===== src/rtl/imm_pkg.sv =====
// rtl/imm_pkg.sv - opcode constants and immediate format codes for the ID-stage immediate generator
package imm_pkg;

  localparam logic [6:0] OPC_LOAD    = 7'b0000011;
  localparam logic [6:0] OPC_OPIMM   = 7'b0010011;
  localparam logic [6:0] OPC_OPIMM32 = 7'b0011011;
  localparam logic [6:0] OPC_STORE   = 7'b0100011;
  localparam logic [6:0] OPC_BRANCH  = 7'b1100011;
  localparam logic [6:0] OPC_JALR    = 7'b1100111;
  localparam logic [6:0] OPC_JAL     = 7'b1101111;
  localparam logic [6:0] OPC_LUI     = 7'b0110111;
  localparam logic [6:0] OPC_AUIPC   = 7'b0010111;
  localparam logic [6:0] OPC_OP      = 7'b0110011;
  localparam logic [6:0] OPC_OP32    = 7'b0111011;
  localparam logic [6:0] OPC_SYSTEM  = 7'b1110011;
  localparam logic [6:0] OPC_FENCE   = 7'b0001111;

  typedef enum logic [2:0] {
    FMT_NONE  = 3'd0,
    FMT_I     = 3'd1,
    FMT_S     = 3'd2,
    FMT_B     = 3'd3,
    FMT_U     = 3'd4,
    FMT_J     = 3'd5,
    FMT_SHAMT = 3'd6
  } imm_fmt_e;

  // Upper shift bits may only be zero, or 010000 for the arithmetic right shift.
  function automatic logic shamt_hi_ok(input logic [5:0] hi, input logic [2:0] funct3);
    return (hi == 6'b000000) || ((hi == 6'b010000) && (funct3 == 3'b101));
  endfunction

endpackage


===== src/rtl/imm_gen_pipe_if.sv =====
// rtl/imm_gen_pipe_if.sv - instruction-in / immediate-out handshake bundle for imm_gen_pipe
interface imm_gen_pipe_if #(
  parameter int XLEN = 32
);
  import imm_pkg::*;

  logic            in_valid;
  logic            in_ready;
  logic [31:0]     instr;
  logic            flush;
  logic            out_valid;
  logic            out_ready;
  logic [XLEN-1:0] imm;
  imm_fmt_e        imm_fmt;
  logic            imm_illegal;

  modport master (
    output in_valid, instr, flush, out_ready,
    input  in_ready, out_valid, imm, imm_fmt, imm_illegal
  );

  modport slave (
    input  in_valid, instr, flush, out_ready,
    output in_ready, out_valid, imm, imm_fmt, imm_illegal
  );

endinterface


===== src/rtl/imm_classify.sv =====
// rtl/imm_classify.sv - combinational instruction -> immediate format / illegal-encoding classifier
module imm_classify
  import imm_pkg::*;
#(
  parameter int XLEN = 32
) (
  input  logic [31:0] instr,
  output imm_fmt_e    fmt,
  output logic        illegal
);

  logic [6:0] opc;
  logic [2:0] funct3;
  logic       is_shift;
  logic       hi_bad;
  logic       unused_bits;

  assign opc         = instr[6:0];
  assign funct3      = instr[14:12];
  assign is_shift    = (funct3 == 3'b001) || (funct3 == 3'b101);
  assign hi_bad      = !shamt_hi_ok(instr[31:26], funct3);
  assign unused_bits = &{1'b0, instr[24:15], instr[11:7]};

  always_comb begin
    fmt     = FMT_NONE;
    illegal = 1'b0;
    case (opc)
      OPC_LOAD: fmt = FMT_I;
      OPC_OPIMM: begin
        if (is_shift) begin
          fmt     = FMT_SHAMT;
          illegal = hi_bad || ((XLEN == 32) && instr[25]);
        end else begin
          fmt = FMT_I;
        end
      end
      // Word ops only exist on RV64; on RV32 they fall through as unknown.
      OPC_OPIMM32: begin
        if (XLEN == 64) begin
          if (is_shift) begin
            fmt     = FMT_SHAMT;
            illegal = hi_bad || instr[25];
          end else begin
            fmt     = FMT_I;
            illegal = (funct3 != 3'b000);
          end
        end else begin
          illegal = 1'b1;
        end
      end
      OPC_STORE: fmt = FMT_S;
      OPC_BRANCH: begin
        fmt     = FMT_B;
        illegal = (funct3 == 3'b010) || (funct3 == 3'b011);
      end
      OPC_JALR: begin
        fmt     = FMT_I;
        illegal = (funct3 != 3'b000);
      end
      OPC_JAL:              fmt = FMT_J;
      OPC_LUI, OPC_AUIPC:   fmt = FMT_U;
      OPC_OP, OPC_OP32, OPC_SYSTEM, OPC_FENCE: fmt = FMT_NONE;
      default:              illegal = 1'b1;
    endcase
  end

endmodule


===== src/rtl/imm_gen_pipe.sv =====
// rtl/imm_gen_pipe.sv - pipelined immediate generator (1 or 2 stages) with valid/ready and flush
module imm_gen_pipe
  import imm_pkg::*;
#(
  parameter int XLEN   = 32,
  parameter int STAGES = 1
) (
  input logic         clk,
  input logic         reset,
  imm_gen_pipe_if.slave bus
);

  imm_fmt_e cls_fmt;
  logic     cls_ill;

  imm_classify #(.XLEN(XLEN)) u_classify (
    .instr   (bus.instr),
    .fmt     (cls_fmt),
    .illegal (cls_ill)
  );

  // Every format is built as a 32-bit value whose bit 31 is the extension bit.
  function automatic logic [XLEN-1:0] build_imm(input logic [31:0] i, input imm_fmt_e f);
    logic [31:0] v;
    case (f)
      FMT_I:     v = {{20{i[31]}}, i[31:20]};
      FMT_S:     v = {{20{i[31]}}, i[31:25], i[11:7]};
      FMT_B:     v = {{20{i[31]}}, i[7], i[30:25], i[11:8], 1'b0};
      FMT_U:     v = {i[31:12], 12'b0};
      FMT_J:     v = {{12{i[31]}}, i[19:12], i[20], i[30:21], 1'b0};
      FMT_SHAMT: v = ((XLEN == 64) && (i[6:0] == OPC_OPIMM)) ? {26'b0, i[25:20]}
                                                             : {27'b0, i[24:20]};
      default:   v = '0;
    endcase
    return XLEN'($signed(v));
  endfunction

  if (STAGES == 1) begin : g_one
    logic            v1;
    logic            rdy1;
    logic [XLEN-1:0] imm1;
    imm_fmt_e        fmt1;
    logic            ill1;

    assign rdy1 = !v1 || bus.out_ready;

    always_ff @(posedge clk or posedge reset) begin
      if (reset) begin
        v1   <= 1'b0;
        imm1 <= '0;
        fmt1 <= FMT_NONE;
        ill1 <= 1'b0;
      end else if (bus.flush) begin
        v1 <= 1'b0;
      end else if (rdy1) begin
        v1 <= bus.in_valid;
        if (bus.in_valid) begin
          imm1 <= build_imm(bus.instr, cls_fmt);
          fmt1 <= cls_fmt;
          ill1 <= cls_ill;
        end
      end
    end

    assign bus.in_ready    = rdy1;
    assign bus.out_valid   = v1;
    assign bus.imm         = imm1;
    assign bus.imm_fmt     = fmt1;
    assign bus.imm_illegal = ill1;
  end else begin : g_two
    logic            v1;
    logic            v2;
    logic            rdy1;
    logic            rdy2;
    logic [31:0]     instr1;
    imm_fmt_e        fmt1;
    logic            ill1;
    logic [XLEN-1:0] imm2;
    imm_fmt_e        fmt2;
    logic            ill2;

    assign rdy2 = !v2 || bus.out_ready;
    assign rdy1 = !v1 || rdy2;

    always_ff @(posedge clk or posedge reset) begin
      if (reset) begin
        v1     <= 1'b0;
        v2     <= 1'b0;
        instr1 <= '0;
        fmt1   <= FMT_NONE;
        ill1   <= 1'b0;
        imm2   <= '0;
        fmt2   <= FMT_NONE;
        ill2   <= 1'b0;
      end else if (bus.flush) begin
        v1 <= 1'b0;
        v2 <= 1'b0;
      end else begin
        if (rdy2) begin
          v2 <= v1;
          if (v1) begin
            imm2 <= build_imm(instr1, fmt1);
            fmt2 <= fmt1;
            ill2 <= ill1;
          end
        end
        if (rdy1) begin
          v1 <= bus.in_valid;
          if (bus.in_valid) begin
            instr1 <= bus.instr;
            fmt1   <= cls_fmt;
            ill1   <= cls_ill;
          end
        end
      end
    end

    assign bus.in_ready    = rdy1;
    assign bus.out_valid   = v2;
    assign bus.imm         = imm2;
    assign bus.imm_fmt     = fmt2;
    assign bus.imm_illegal = ill2;
  end

endmodule


===== src/flat_wrapper.sv =====
// flat-port wrapper written by rule: the top's interface ports become plain ports
module imm_gen_pipe_flat import imm_pkg::*;
#(
  parameter int XLEN   = 32,
  parameter int STAGES = 1
)
  (clk, reset, bus_in_valid, bus_instr, bus_flush, bus_out_ready, bus_in_ready, bus_out_valid, bus_imm, bus_imm_fmt, bus_imm_illegal);
  imm_gen_pipe_if #(.XLEN(XLEN)) bus_i ();
  input logic clk;
  input logic reset;
  input wire logic [$bits(bus_i.in_valid)-1:0] bus_in_valid;
  input wire logic [$bits(bus_i.instr)-1:0] bus_instr;
  input wire logic [$bits(bus_i.flush)-1:0] bus_flush;
  input wire logic [$bits(bus_i.out_ready)-1:0] bus_out_ready;
  output wire logic [$bits(bus_i.in_ready)-1:0] bus_in_ready;
  output wire logic [$bits(bus_i.out_valid)-1:0] bus_out_valid;
  output wire logic [$bits(bus_i.imm)-1:0] bus_imm;
  output wire logic [$bits(bus_i.imm_fmt)-1:0] bus_imm_fmt;
  output wire logic [$bits(bus_i.imm_illegal)-1:0] bus_imm_illegal;
  assign bus_i.in_valid = bus_in_valid;
  assign bus_i.instr = bus_instr;
  assign bus_i.flush = bus_flush;
  assign bus_i.out_ready = bus_out_ready;
  assign bus_in_ready = bus_i.in_ready;
  assign bus_out_valid = bus_i.out_valid;
  assign bus_imm = bus_i.imm;
  assign bus_imm_fmt = bus_i.imm_fmt;
  assign bus_imm_illegal = bus_i.imm_illegal;
  imm_gen_pipe #(.XLEN(XLEN), .STAGES(STAGES)) u_core (.clk(clk), .reset(reset), .bus(bus_i));
endmodule

===== config.mk =====
export PLATFORM = sky130hd
export DESIGN_NAME = imm_gen_pipe_flat
export DESIGN_NICKNAME = d
export VERILOG_FILES = /design/src/rtl/imm_pkg.sv /design/src/rtl/imm_gen_pipe_if.sv /design/src/rtl/imm_classify.sv /design/src/rtl/imm_gen_pipe.sv /design/src/flat_wrapper.sv
export SDC_FILE = /design/constraint.sdc
export NUM_CORES = 1
export LEC_CHECK = 0
export ABC_AREA = 0
export CORE_AREA = 2 2 76 78
export DETAILED_ROUTE_END_ITERATION = 12
export DIE_AREA = 0 0 78 80
export PLACE_DENSITY = 0.73
export SETUP_SLACK_MARGIN = 0.2
export SYNTH_ARGS = -nofsm -noshare
export SYNTH_HDL_FRONTEND = slang
export SYNTH_HIERARCHICAL = 1
export SYNTH_SLANG_ARGS = --single-unit

===== constraint.sdc =====
create_clock -name clk -period 1.5 [get_ports clk]
set_clock_uncertainty 0.2 [all_clocks]
set_input_delay 0.3 -clock clk [delete_from_list [all_inputs] [get_ports clk]]
set_output_delay 0.3 -clock clk [all_outputs]
set_load 0.005 [all_outputs]

* Word-level counts from Yosys, hierarchy flattened
Index checks and enable logic that the tools add are counted.
** Storage, ports and cells
- Register bits :: 37
- Input bits :: 37
- Output and inout port bits :: 38
- Word-level logic and storage cells :: 50
** Cells by class
- Eq/ne operators :: 23
- Mux-type cells :: 7
- Bitwise operators :: 1
- Reduce and logical (&&, ||, !) cells :: 15
** Operators by type and width (number)
- 32-bit case mux with 6 select lines :: 1
- 7-bit by 6-bit == test with 1-bit output, second input constant :: 4
- 7-bit == test, second input constant :: 4
- 3-bit case mux with 6 select lines :: 1
- 7-bit by 5-bit == test with 1-bit output, second input constant :: 2
- 3-bit by 2-bit == test with 1-bit output, second input constant :: 4
- 3-bit == test, second input constant :: 4
- 9-bit OR reduction :: 1
- 7-bit by 2-bit == test with 1-bit output, second input constant :: 1
- 7-bit by 4-bit == test with 1-bit output, second input constant :: 1
- 3-bit by 1-bit == test with 1-bit output, second input constant :: 2
- 6-bit by 5-bit == test with 1-bit output, second input constant :: 1
- 6-bit logical NOT :: 1
- 1-bit logical OR :: 5
- 1-bit case mux with 4 select lines :: 1
- 2-bit OR reduction :: 2
- 1-bit 2-to-1 mux :: 3
- 3-bit 2-to-1 mux :: 1
- 3-bit AND reduction :: 1
- 3-bit nonzero test :: 1
- 1-bit logical NOT :: 2
- 2-bit nonzero test :: 1
- 1-bit logical AND :: 1
- 1-bit inverter :: 1

* Depth between registers and ports, before layout
Gate-level depths: netlist of run 1.
- Depth in word-level cells :: 7
- Mapped depth :: 9
- Mapped depth without buffers :: 7

* Cells and area by module
Netlist of run 1, hierarchy kept.
** Modules (own cells, without submodules)
- imm_gen_pipe :: times used 1, cells an instance 175, area each 1864.3 um2, sequential area each 925.9 um2
- imm_classify :: times used 1, cells an instance 38, area each 212.7 um2, sequential area each 0.0 um2

* Worst setup path after synthesis of run 1
Ideal clock, no wire load.
- Kind :: input port to flip-flop
- From :: in bus_instr[2]
- To :: reg u_core.g_one.imm1[11] (netlist: u_core/bus.imm[11])
- Setup time :: 0.121 ns
- Data arrival time :: 1.788 ns
- Required time :: 1.179 ns
- Setup slack :: -0.609 ns
- Stages :: 7
- Buffers on the path :: 1
- Path through :: buf_4 nor3_1 a21oi_1 nor3_1 mux2_1 a221o_1 a22o_1
** On the way
- Word-level cells in the longest chain between the ends :: 5
- Elaborated cells on any way between the ends :: 18
- Those cells by class :: eq/ne (14); mux (2); reduce/logical (2)
** RTL lines
- start: declaration :: line flat_wrapper.sv:12 : input wire logic [$bits(bus_i.instr)-1:0] bus_instr;
- 7-bit by 6-bit == test with 1-bit output (tied with other cells) :: line imm_classify.sv:27 : case (opc)
- 2-bit OR reduction, on equally long branches
- 3-bit case mux with 6 select lines * :: line imm_classify.sv:27
- named net u_core.cls_fmt[0] :: line imm_gen_pipe.sv:13 : imm_fmt_e cls_fmt;
- 3-bit == test (tied with other cells) :: line imm_gen_pipe.sv:25 : case (f)
- 32-bit case mux with 6 select lines * :: line imm_gen_pipe.sv:25
- end signal: assignment :: line imm_gen_pipe.sv:58 : imm1 <= build_imm(bus.instr, cls_fmt);
- end: declaration :: line imm_gen_pipe.sv:41 : logic [XLEN-1:0] imm1;
The timed path passes the listed nets; every way through them passes the cells marked *.
A chain may end at the register's enable or synchronous reset.

* Final worst setup path of run 1
- From :: in bus_instr[5]
- To :: reg u_core.g_one.imm1[11] (netlist: u_core/bus.imm[11])
Same word-level chain as after synthesis.

==> flow_summary.yaml, run 1 <==
run_status:
  status: "finished, violations left"
  violations: "setup timing"
setup_path:
  endpoint_kind: "flip-flop"
  path_common_cell: "nor3_4"
  cp.arrival_ns: 1.75
  crit_chain: "buf_8, buf_6, nor3_4, a21oi_4, nor3_4, mux2_4, a221o_1, a22o_1"
  crit_fanout: 3
  path_class: "primary input to flip-flop"
  critPathSlowestCell: "mux2_4"
  r2r_setup_slack_ns: -0.07
  r2r_cells: 5
  required_ns: 1.48
  crit_path_start_kind: "primary input"
  r2r-start: "u_core/bus.out_valid"
  cpPeakStageDelay_ns: 0.32
  rr_endpoint: "u_core/bus.imm[30]"
synthesis:
  synth_top_family_by_area: "compound AO/OA/AOI/OAI gates"
  synth.avg_cell_area_um2: 9.75
  yosys-top-cells-area: "dfrtp_1 (45%), a31oi_2 (6.0%), a21oi_1 (4.6%)"
  synthFlopType: "dfrtp_1"
  synth_edf_count: 0
  yosysTopAreaCell: "dfrtp_1"
  netlist_area_mm2: 0.00208
  synth_compound_area_share_pct: 27.6
  yosys.area_share.simple_pct: 18.6
  synth-async-reset-ratio_pct: 100
  synth_fa_ha_area_share_pct: 0
  yosysWarnings: 6
  syn_nets: 250
  ys_seq_elements: 37
  synth-seq-area-share_pct: 44.6
  synth-xor-area-share_pct: 0
  synthMuxAreaShare_pct: 3.19
  ys_types: 44
  synthCells: 213
  synthDominantCellAreaShare_pct: 44.6
routing:
  avgViaCountPerCell: 5.14
  drc_errors: 0
  vias: 2243
  routed_wl_um: 6740
  ant_nets: 0
  wl_per_cell_um: 15.5
  first_iter_violations: 94
  drtPass1Iterations: 4
power_and_ir_drop:
  peakVddDrop_uv: 392
  p_comb_share_pct: 28.6
  p_leak_nw: 1.74
  p_sw_uw: 708
  p_clk_share_pct: 28.8
  seqPwrFrac_pct: 42.6
  internal-power_mw: 1.93
  total_power_mw: 2.63
  switching_share_pct: 26.9
  powerDensity_mw_per_mm2: 706
clock_network:
  clk_latency_ns: 0.29
  clkTransAtPathRegs_ns: 0.07
  cts_tree: "done"
  cts_buffers: 5
  cts-root-buf: "clkbuf_8"
  cts_hold_buf: 0
  cts_buffer_depth: 2
  clkSinkCount: 37
  htreeDepth: 2
placement:
  gp_congestion: 0.835
  port_buffers: 74
  hpwl_um: 4460
  pre_cts_ws_ns: -1.13
cells_and_area:
  drive_above_1_share_pct: 56.6
  final_cell_mix: "buf_4 (66), buf_2 (40), dfrtp_1 (37), clkdlybuf4s50_1 (19), a21oi_1 (17)"
  final_common_cell: "buf_4"
  final_nets: 400
  diodes: 0
  area_growth_pct: 79.6
die:
  core-area_mm2: 0.00541
  fp.dieH_um: 80
  start_util_pct: 38.4
  io_pins: 75
  die_area_mm2: 0.00624
  die_w_um: 78
  fp-row-count: 27
sta:
  slew_viol_final: 0
  timing.fmax_ghz: 0.565
  rsz0062_at_grt: "yes"
  fin_crit_ns: 1.77
  layout_setup_ws_ns: -0.269
  setup_viol: 35
  hold_viol_final: 0
  tightestPinTransition_ns: 0.308
  min_period_over_period_pct: 118
  slew-limit-headroom_pct: 79.4
global_route:
  grt_max_degree: 38
  grt_pass1_wl_um: 10900
  grt-ovfl-total: 0
  grt_pass1_vias: 2244
  antenna_found_initial: 0
  grt.total_usage_pct: 22.1
min_path:
  whs_endpoint: "u_core/bus.out_valid"
  hold_path.class: "primary input to flip-flop"
  worstHoldPathCells: 2
  min_from: "bus_flush"
flow_run:
  max_cap_viol_count: 0
[kinds of logic after synthesis]
family | count (synthesis)
DFF | 37
AOI/OAI and AO/OA | 83
buffers and inverters | 21
and+or+nand+nor | 66
muxes | 6
[metrics by stage]
| step | hold WS, ns | utilization, % | std cells | TNS [ns] | cell area, µm² |
|---|---|---|---|---|---|
| after floorplan | 0.0598 | - | 213 | -7.98 | 2180 |
| after global placement | 0.289 | 59.9 | 387 | -33.49 | 3240 |
| after detailed placement | 0.295 | 59.9 | 387 | -35.34 | 3240 |
| after CTS | 0.134 | 66.0 | 424 | -6.20 | 3570 |
| after global routing | 0.150 | 69.0 | 436 | -8.20 | 3730 |
| final | 0.136 | 69.0 | 436 | -6.23 | 3730 |
[layout make-up]
type | count | area [µm²]
clock buffers | 7 | 96.3
flip-flops and latches | 37 | 926
clock inverters | 1 | 5.00
repair buffers | 157 | 1250
well taps | 72 | 90.1
fillers | 421 | 1670
inverters | 5 | 27.5
multi-input cells | 157 | 1330
[critical path: cells and delay by family]
kind / cells / cell delay [ns]
AND/OR/NAND/NOR: 2 / 0.31
buffers and inverters: 2 / 0.21
multiplexers: 1 / 0.32
AO/OA/AOI/OAI: 3 / 0.61
[metal layers]
layer | part of all wire [%] | wire length (µm) | track usage, %
met1 | 41 | 2750 | 26.2
met2 | 52 | 3530 | 40.6
met3 | 5.2 | 349 | 4.19
met4 | 1.5 | 104 | 6.84
met5 | 0 | 0 | 0
[flip-flops by register name, indices dropped and copies added, names as in the netlist]
name / count
u_core/bus.imm_fmt: 3
u_core/bus.imm_illegal: 1
u_core/bus.out_valid: 1
u_core/bus.imm: 32
[cell usage after synthesis (2+ instances only)]
cell type and count:
o21ai_1 16, a22o_1 7, buf_4 4, a21oi_1 19, inv_1 3, clkbuf_1 3, nand2_1 18, and3b_1 5
nor2_1 5, buf_2 5, o21ai_0 12, a31oi_2 10, a31oi_1 6, buf_6 3, nand3_1 6, or3_1 2
nor3_1 4, nor2b_1 8, nand2b_1 6, a2bb2oi_1 8, mux2_1 4, dfrtp_1 37
[how the worst max path moves through the flow]
stage / from / to / slack [ns] / depth (start not counted)
after global placement: bus_instr[6] / u_core/bus.imm[16] / -0.99 / 9
after CTS: bus_instr[5] / u_core/bus.imm[11] / -0.29 / 8
after global routing: bus_instr[12] / u_core/bus.imm[29] / -0.31 / 9
final: bus_instr[5] / u_core/bus.imm[11] / -0.27 / 8
after detailed placement: bus_instr[4] / u_core/bus.imm[12] / -1.13 / 9
after floorplan: bus_instr[2] / u_core/bus.imm[11] / -0.39 / 7
[what timing repair did]
| action | 4_1_cts | 5_1_grt |
|---|---|---|
| gates cloned | 3 | 0 |
| setup endpoints to repair | 74 | 74 |
| pin swaps | 21 | 16 |
| setup buffers | 26 | 12 |
| gates resized for setup | 246 | 17 |
[power groups by stage]
| stage | Clock, mW | Combinational [mW] | Sequential (mW) |
|---|---|---|---|
| after floorplan | 0 | 0.249 | 1.15 |
| after global placement | 0 | 0.643 | 1.14 |
| after detailed placement | 0 | 0.653 | 1.15 |
| after CTS | 0.776 | 0.693 | 1.12 |
| after global routing | 0.816 | 0.811 | 1.13 |
| final | 0.759 | 0.753 | 1.12 |
Power figures use the tool's default switching activity.
==> run 2: changes to the inputs <==
Settings changed: SKIP_LAST_GASP from default to 1.
==> run 2 against run 1 <==
Net effect: the flow still finishes with violations (setup timing); worst setup slack better by 0.010 ns; utilization decreased by 0.53 points; maximum frequency up 0.57%; combinational power about the same; wire length decreased by 0.25%; clock power about the same; clock-buffer cell count did not move; largest cell class unchanged; critical endpoint unchanged; register-to-register slack about the same; die area stayed put; non-clock buffer count shrank 2.
==> flow_summary.yaml, run 2 (synthesized netlist as in run 1, its figures left out) <==
run_status:
  status: "finished, violations left"
  violations: "setup timing"
sta:
  hold_viol_final: 0
  tightestPinTransition_ns: 0.306
  slew_viol_final: 0
  layout_setup_ws_ns: -0.259
  setup_viol: 34
  fin_crit_ns: 1.76
  rsz0062_at_grt: "yes"
  slew-limit-headroom_pct: 79.5
  timing.fmax_ghz: 0.568
  min_period_over_period_pct: 117
cells_and_area:
  multiInputGateArea_mm2: 0.00133
  final_nets: 398
  final_cell_mix: "buf_4 (65), buf_2 (40), dfrtp_1 (37), clkdlybuf4s50_1 (19), a21oi_1 (17)"
  largest_register_ffs: 32
  final_area_mm2: 0.00370
  fillers: 429
  seq_area_um2: 926
  area_growth_pct: 78.3
  diodes: 0
  final_common_cell: "buf_4"
  fin_cells: 434
  drive_above_1_share_pct: 56.1
setup_path:
  cp.buffers_inverters: 2
  r2r_setup_slack_ns: -0.07
  crit_path_start_kind: "primary input"
  path_class: "primary input to flip-flop"
  required_ns: 1.49
  cpPeakStageDelay_ns: 0.32
  r2r_cells: 5
  path_common_cell: "nor3_4"
  crit_fanout: 3
  critPathTopFamily: "compound AO/OA/AOI/OAI gates"
  cp.arrival_ns: 1.74
  endpoint_kind: "flip-flop"
  crit_chain: "buf_8, buf_6, nor3_4, a21oi_4, nor3_4, mux2_4, a221o_1, a22o_1"
  cp.depth: 8
  critPathSlowestCell: "mux2_4"
die:
  die_w_um: 78
  die_area_mm2: 0.00624
  start_util_pct: 38.4
  fp-row-count: 27
  io_pins: 75
  core-area_mm2: 0.00541
  fp.dieH_um: 80
placement:
  dpl-instance-area_mm2: 0.00324
  port_buffers: 74
  dp_cells: 387
  gp_congestion: 0.835
  hpwl_um: 4460
  pre_cts_ws_ns: -1.13
power_and_ir_drop:
  p_leak_nw: 1.72
  peakVddDrop_uv: 388
  powerDensity_mw_per_mm2: 711
global_route:
  grt_pass1_wl_um: 10900
  antenna_found_initial: 0
  grt_max_degree: 38
  grt-ovfl-total: 0
  grt.total_usage_pct: 22.0
  grt_pass1_vias: 2233
routing:
  avgViaCountPerCell: 5.13
  first_iter_violations: 69
  drtPass1Iterations: 4
  routed_wl_um: 6720
  vias: 2226
  wl_per_cell_um: 15.5
  ant_nets: 0
  drc_errors: 0
flow_run:
  max_cap_viol_count: 0
clock_network:
  cts_buffers: 5
  clkTransAtPathRegs_ns: 0.07
  clk_latency_ns: 0.29
  cts-root-buf: "clkbuf_8"
  clkSinkCount: 37
  cts_tree: "done"
  htreeDepth: 2
  cts_hold_buf: 0
  cts_buffer_depth: 2
min_path:
  hold_path.class: "primary input to flip-flop"
  worstHoldPathCells: 2
-- run 2: cell count changes in the layout (fill, tap and decap cells not counted) --
cell     previous run  this run
buf_4              66        65
buf_8               4         3
inv_2               0         1
inv_4               2         1
o21ai_1            14        15
o21ai_2             3         2
-- run 2: cell type report --
type,count,share of cell area (%)
clock inverter,1,0.135
timing repair buffer,155,33.3
tap,72,2.43
sequential,37,25.0
clock buffer,7,2.60
inverter,5,0.676
multi-input combinational,157,35.9
-- run 2: timing repair --
item,CTS,global route
setup endpoints to repair,74,74
gates cloned,3,0
setup buffers,26,10
pin swaps,21,16
resized for setup,241,18
-- run 2: metal layers --
metal | share of wire, % | track usage [%] | up-vias
met1 | 42 | 26.4 | 1084
met5 | 0 | 0 | -
met4 | 1.5 | 6.84 | 0
li1 | - | - | 1075
met3 | 4.3 | 4.07 | 8
met2 | 52 | 39.9 | 59
-- run 2: final timing paths --
kind                                 startpoint                     to
max reg2reg                u_core/bus.out_valid     u_core/bus.imm[28]
min                                   bus_flush   u_core/bus.out_valid
min reg2reg                   u_core/bus.imm[8]      u_core/bus.imm[8]
max                                bus_instr[5]     u_core/bus.imm[11]
min in group asynchronous                 reset      u_core/bus.imm[3]
max in group asynchronous                 reset  u_core/bus.imm_fmt[1]
-- run 2: metrics by stage --
| stage | TNS (ns) | hold WS [ns] | power [mW] | utilization, % |
|---|---|---|---|---|
| detailed placement | -35.34 | 0.295 | 1.80 | 59.9 |
| global placement | -33.49 | 0.289 | 1.79 | 59.9 |
| global route | -8.20 | 0.148 | 2.76 | 68.5 |
| finish | -6.33 | 0.139 | 2.63 | 68.5 |
| floorplan | -7.98 | 0.0598 | 1.40 | - |
| CTS | -6.22 | 0.134 | 2.59 | 65.6 |
-- run 2: report_power, final --
group | internal, mW | switching [mW] | leakage (nW)
Clock | 0.415 | 0.345 | 0.0542
Combinational | 0.428 | 0.322 | 1.19
Sequential | 1.08 | 0.0413 | 0.478
